--- src/rtl/inst_sequencer.sv ---
// Instruction sequencer: 4-deep host queue feeding a fetch/exec timestep FSM.
// Presents queued words to the controller and counts retired instructions.
module inst_sequencer (
  input  logic       clk,
  input  logic       rst_n,
  input  logic [9:0] in_inst,
  input  logic       in_valid,
  output logic       in_ready,
  input  logic       Ext,
  input  logic       Clr,
  output logic [1:0] T,
  output logic [9:0] Data,
  output logic       fetch_en,
  output logic [7:0] retired,
  output logic       empty,
  output logic       err
);

  typedef enum logic [1:0] {
    IDLE  = 2'd0,
    FETCH = 2'd1,
    EXEC  = 2'd2
  } state_e;

  state_e     state_q, state_d;
  logic [9:0] mem_q [4];
  logic [9:0] mem_d [4];
  logic [1:0] wptr_q, wptr_d;
  logic [1:0] rptr_q, rptr_d;
  logic [2:0] cnt_q, cnt_d;
  logic [1:0] t_q, t_d;
  logic       fetch_en_q, fetch_en_d;
  logic [7:0] retired_q, retired_d;
  logic       err_q, err_d;
  logic       push, pop, done;

  assign in_ready = (cnt_q != 3'd4);
  assign empty    = (cnt_q == 3'd0);
  assign T        = t_q;
  assign fetch_en = fetch_en_q;
  assign retired  = retired_q;
  assign err      = err_q;
  // Head word is only driven while the fetch flag is set.
  assign Data     = fetch_en_q ? mem_q[rptr_q] : 10'd0;

  always_comb begin
    push = in_valid && in_ready;
    pop  = (state_q == FETCH) && !empty;
    mem_d = mem_q;
    if (push) begin
      mem_d[wptr_q] = in_inst;
    end
    wptr_d = wptr_q + {1'b0, push};
    rptr_d = rptr_q + {1'b0, pop};
    cnt_d  = cnt_q + {2'b00, push} - {2'b00, pop};
  end

  always_comb begin
    state_d    = state_q;
    t_d        = t_q;
    fetch_en_d = 1'b0;
    retired_d  = retired_q;
    err_d      = err_q;
    done       = 1'b0;
    unique case (state_q)
      IDLE: begin
        t_d = 2'd0;
        if (Ext) err_d = 1'b1;
        if (cnt_d != 3'd0) begin
          state_d    = FETCH;
          fetch_en_d = 1'b1;
        end
      end
      FETCH: begin
        if (!Ext) err_d = 1'b1;
        t_d     = 2'd1;
        state_d = EXEC;
      end
      EXEC: begin
        if (Ext) err_d = 1'b1;
        done = Clr || (t_q == 2'd3);
        if (done) begin
          if (!Clr) err_d = 1'b1;
          t_d       = 2'd0;
          retired_d = retired_q + 8'd1;
          if (cnt_d != 3'd0) begin
            state_d    = FETCH;
            fetch_en_d = 1'b1;
          end else begin
            state_d = IDLE;
          end
        end else begin
          t_d = t_q + 2'd1;
        end
      end
      default: begin
        state_d = IDLE;
        t_d     = 2'd0;
      end
    endcase
  end

  always_ff @(posedge clk or negedge rst_n) begin
    if (!rst_n) begin
      state_q    <= IDLE;
      wptr_q     <= 2'd0;
      rptr_q     <= 2'd0;
      cnt_q      <= 3'd0;
      t_q        <= 2'd0;
      fetch_en_q <= 1'b0;
      retired_q  <= 8'd0;
      err_q      <= 1'b0;
      for (int i = 0; i < 4; i++) begin
        mem_q[i] <= 10'd0;
      end
    end else begin
      state_q    <= state_d;
      wptr_q     <= wptr_d;
      rptr_q     <= rptr_d;
      cnt_q      <= cnt_d;
      t_q        <= t_d;
      fetch_en_q <= fetch_en_d;
      retired_q  <= retired_d;
      err_q      <= err_d;
      for (int i = 0; i < 4; i++) begin
        mem_q[i] <= mem_d[i];
      end
    end
  end

endmodule

--- config.mk ---
export PLATFORM = sky130hd
export DESIGN_NAME = inst_sequencer
export DESIGN_NICKNAME = d
export VERILOG_FILES = /design/src/rtl/inst_sequencer.sv
export SDC_FILE = /design/constraint.sdc
export NUM_CORES = 1
export LEC_CHECK = 0
export ABC_AREA = 1
export BUFFER_PORTS_ARGS = -buffer_cell sky130_fd_sc_hd__clkbuf_2
export CAP_MARGIN = 20
export CORE_MARGIN = 3
export CORE_UTILIZATION = 40
export CTS_CLUSTER_DIAMETER = 50
export DETAILED_ROUTE_END_ITERATION = 16
export PLACE_DENSITY_LB_ADDON = 0.05
export SYNTH_ARGS = -nofsm -noshare
export SYNTH_HDL_FRONTEND = slang
export SYNTH_SLANG_ARGS = --single-unit
--- constraint.sdc ---
create_clock -name clk -period 2.5 [get_ports clk]
set_input_delay 0 -clock clk [delete_from_list [all_inputs] [get_ports clk]]
set_output_delay 0 -clock clk [all_outputs]
set_load 0.005 [all_outputs]
==> metrics.md <==
| Metric | Value |
|---|---|
| Status | complete, no violations |
| YS warnings | 0 |
| Skew-Pair Late Insertion Delay | 0.33 ns |
| Die X | 94.0 um |
| GPL Wtd Cong | 0.731 |
| Number of nets with antenna violations after routing | 0 |
| CTS tree | built |
| Slew Viols, Final | 0 |
| Largest net degree at the start of global routing | 62 |
| Met1 Usage GRT | 0.204 |
| Hold path endpoint | err |
| Core Util, Final | 0.490 |
| Via count | 2331 |
| Sequential fraction of the synthesis area | 0.492 |
| Met3 Use GR | 0.0561 |
| H-Tree Level Count | 3 |
| IO Port Bufs | 38 |
| Antenna diodes | 0 |
| Setup violators final | 0 |
| Worst flop-to-flop path startpoint | cnt_q[1] |
| Critical Path Max Stage Delay | 0.47 ns |
| Starting DRT DRC Count | 126 |
| CTS Buf Count | 9 |
| # Post-CTS Setup Buffers | 0 |
| Worst r2r path cells | 14 |
| Clock buffer depth | 2 |
| Starting Density | 0.421 |
| Hold Path Origin | Ext |
| Post-CTS sizing | 0 |
| Maximum VDD drop | 0.620 mV |
| Crit path kind | flop to flop |
| Worst-path clk slew | 0.06 ns |
| Height of the chip | 94.0 um |
| Max Cap Violations | 0 |
| Proportion of layout cells with a drive suffix above 1 | 0.248 |
| WHS | 0.0237 ns |
| Worst Hold Path Cells | 4 |
| Global route overflow | 0 |
| Clk_skew | 0.00538 ns |
| Layout Nets | 415 |
| Die area | 0.00884 mm2 |
| Min-delay worst type | input pin to flop |
| Post-route setup slack | 0.225 ns |
| Post-DP HPWL | 4140 um |
| First-pass GRT wire length | 11100 um |
| Cell area after placement | 0.00330 mm2 |
| Fin cells | 494 |
| Clock sink count | 61 |
| F_max | 0.439 GHz |
| Cells after DPL | 466 |
| Unrepaired setup endpoints after global routing | false |
| Power Total | 4.56 mW |
| Area growth syn-to-layout | 16.5% |
| Residual DRC | 0 |
| Max FO, Critical Path | 6 |
| Crit path capture type | flop |
| I/O pin count | 39 |
| Fin crit period | 2.28 ns |
| Grt peak-use layer | met2 |
| Worst slew pin tran | 0.806 ns |
| FP Rows | 31 |
| Synthesized area | 0.00310 mm2 |
| Drt first pass iters | 4 |
| Avg WL per Cell | 12.9 um |
| Placement Setup Slack | 0.234 ns |
| CP Depth | 14 |
| Avg Cell Area, Syn | 9.12 um2 |
| Yosys cell types | 30 |
| Design area | 0.00361 mm2 |
| Synth Register Bits | 61 |
| M2 GR Usage | 0.266 |
| Syn_nets | 365 |
| FF-to-FF setup slack | 0.22 ns |
| Core footprint | 0.00737 mm2 |
| Initial antenna violation count | 0 |
| TNS Setup | 0 ns |
| Syn Inst Count | 340 |
| Worst-path cell chain | inv_2 -> nand2_2 -> or2_4 -> nand2_4 -> inv_8 -> o21ai_0 -> nand2_1 -> ha_1 -> fa_1 -> nor2_1 -> nand4_1 -> nand2_1 -> nand2_1 -> nand2_1 |
| Vias/cell | 4.72 |
| Crit share post-route | 0.910 |
| Routed WL | 6390 um |
| CP required | 2.77 ns |
| CP max stage cell | fa_1 |
| PwrDens | 1260 mW/mm2 |
| Number of global-route vias before repair | 2396 |
| Critical path buffers and inverters | 2 |
| FF-to-FF End | state_q[0] |
| Top delay family on crit path | simple AND/OR/NAND/NOR gates |
| Final hold vios | 0 |
| CP arrival | 2.55 ns |
| Cell repeated most along the worst path | nand2_1 |
| Total track usage | 0.162 |
| Startpoint Class | flop |
| Root buf cell | clkbuf_8 |
| Leakage power total | 1.81 nW |
| Rel. slew slack | 0.463 |
## area by class of cell
type / instances / area (um2)
fillers: 720 / 3760
flip-flops and latches: 61 / 1530
multi-input cells: 234 / 1320
repair buffers: 53 / 333
clock buffers: 11 / 141
inverters: 31 / 124
well taps: 99 / 124
clock inverters: 5 / 50.0
## state kept, by name (all words and copies together) (netlist names)
signal and count:
fetch_en 1, state_q 2, T 2, mem_q 40
wptr_q 2, retired 8, cnt_q 3, err 1
rptr_q 2
## power breakdown
group	switching, mW	internal, mW
clock network	0.376	0.481
logic	1.14	0.781
registers	0.342	1.44
total	1.86	2.71
## repair_timing
item	CTS	global route
endpoints found under the hold margin	85	0
hold buffers	12	0
setup endpoints to repair	0	0
## metal layers
| layer | part of all wire | up-vias |
|---|---|---|
| li1 | - | 1193 |
| met1 | 0.47 | 1088 |
| met2 | 0.47 | 44 |
| met3 | 0.051 | 6 |
| met4 | 0.011 | 0 |
| met5 | 0 | - |
## cells by family (layout without fill, tap and decap cells)
group | after synthesis | after routing | synth area share
and+or+nand+nor | 139 | 139 | 0.208
adders and majority gates | 10 | 10 | 0.0428
xor gates and xnor gates | 9 | 9 | 0.0254
AOI/OAI and AO/OA | 76 | 76 | 0.148
buffers and inverters | 45 | 100 | 0.0835
DFF | 61 | 61 | 0.492
## synthesized netlist by cell type
| master | number | area, um2 |
|---|---|---|
| a21oi_1 | 12 | 60.1 |
| buf_12 | 1 | 20.0 |
| buf_2 | 2 | 10.0 |
| buf_6 | 4 | 45.0 |
| buf_8 | 3 | 45.0 |
| clkbuf_1 | 4 | 15.0 |
| clkinv_1 | 1 | 3.75 |
| dfrtp_1 | 61 | 1530 |
| fa_1 | 1 | 20.0 |
| ha_1 | 9 | 113 |
| inv_1 | 28 | 105 |
| inv_2 | 1 | 3.75 |
| inv_8 | 1 | 11.3 |
| nand2_1 | 57 | 214 |
| nand2_2 | 12 | 75.1 |
| nand2_4 | 3 | 33.8 |
| nand3_1 | 6 | 30.0 |
| nand3_4 | 2 | 35.0 |
| nand3b_1 | 3 | 22.5 |
| nand4_1 | 1 | 6.26 |
| nor2_1 | 50 | 188 |
| nor2_4 | 1 | 11.3 |
| nor3_1 | 2 | 10.0 |
| nor3_2 | 1 | 10.0 |
| o2111ai_1 | 1 | 8.76 |
| o21ai_0 | 39 | 195 |
| o21ai_1 | 4 | 20.0 |
| o21ai_2 | 20 | 175 |
| or2_4 | 1 | 8.76 |
| xor2_1 | 9 | 78.8 |
## worst max-delay path by stage
stage | startpoint | end | slack, ns
6_report | cnt_q[1] | state_q[0] | 0.22
5_1_grt | state_q[1] | state_q[0] | 0.01
4_1_cts | cnt_q[1] | state_q[1] | 0.20
3_3_place_gp | cnt_q[1] | state_q[0] | 0.25
2_1_floorplan | state_q[1] | state_q[0] | 0.37
3_5_place_dp | cnt_q[1] | state_q[1] | 0.23
## cells in the final DEF, fill, tap and decap left out, types with 10 or more instances in the layout
master / n
o21ai_0: 39
inv_1: 28
nand2_1: 57
dfrtp_1: 61
nor2_1: 50
o21ai_2: 20
a21oi_1: 12
clkbuf_8: 10
clkbuf_2: 38
nand2_2: 12
dlygate4sd3_1: 12
## worst min-delay path: cells and delay by family
| family | cells | cell delay (ns) |
|---|---|---|
| and+or+nand+nor | 2 | 0.17 |
| AOI/OAI and AO/OA | 1 | 0.05 |
| buffers and inverters | 1 | 0.09 |
(Power assumes the default switching activity.)
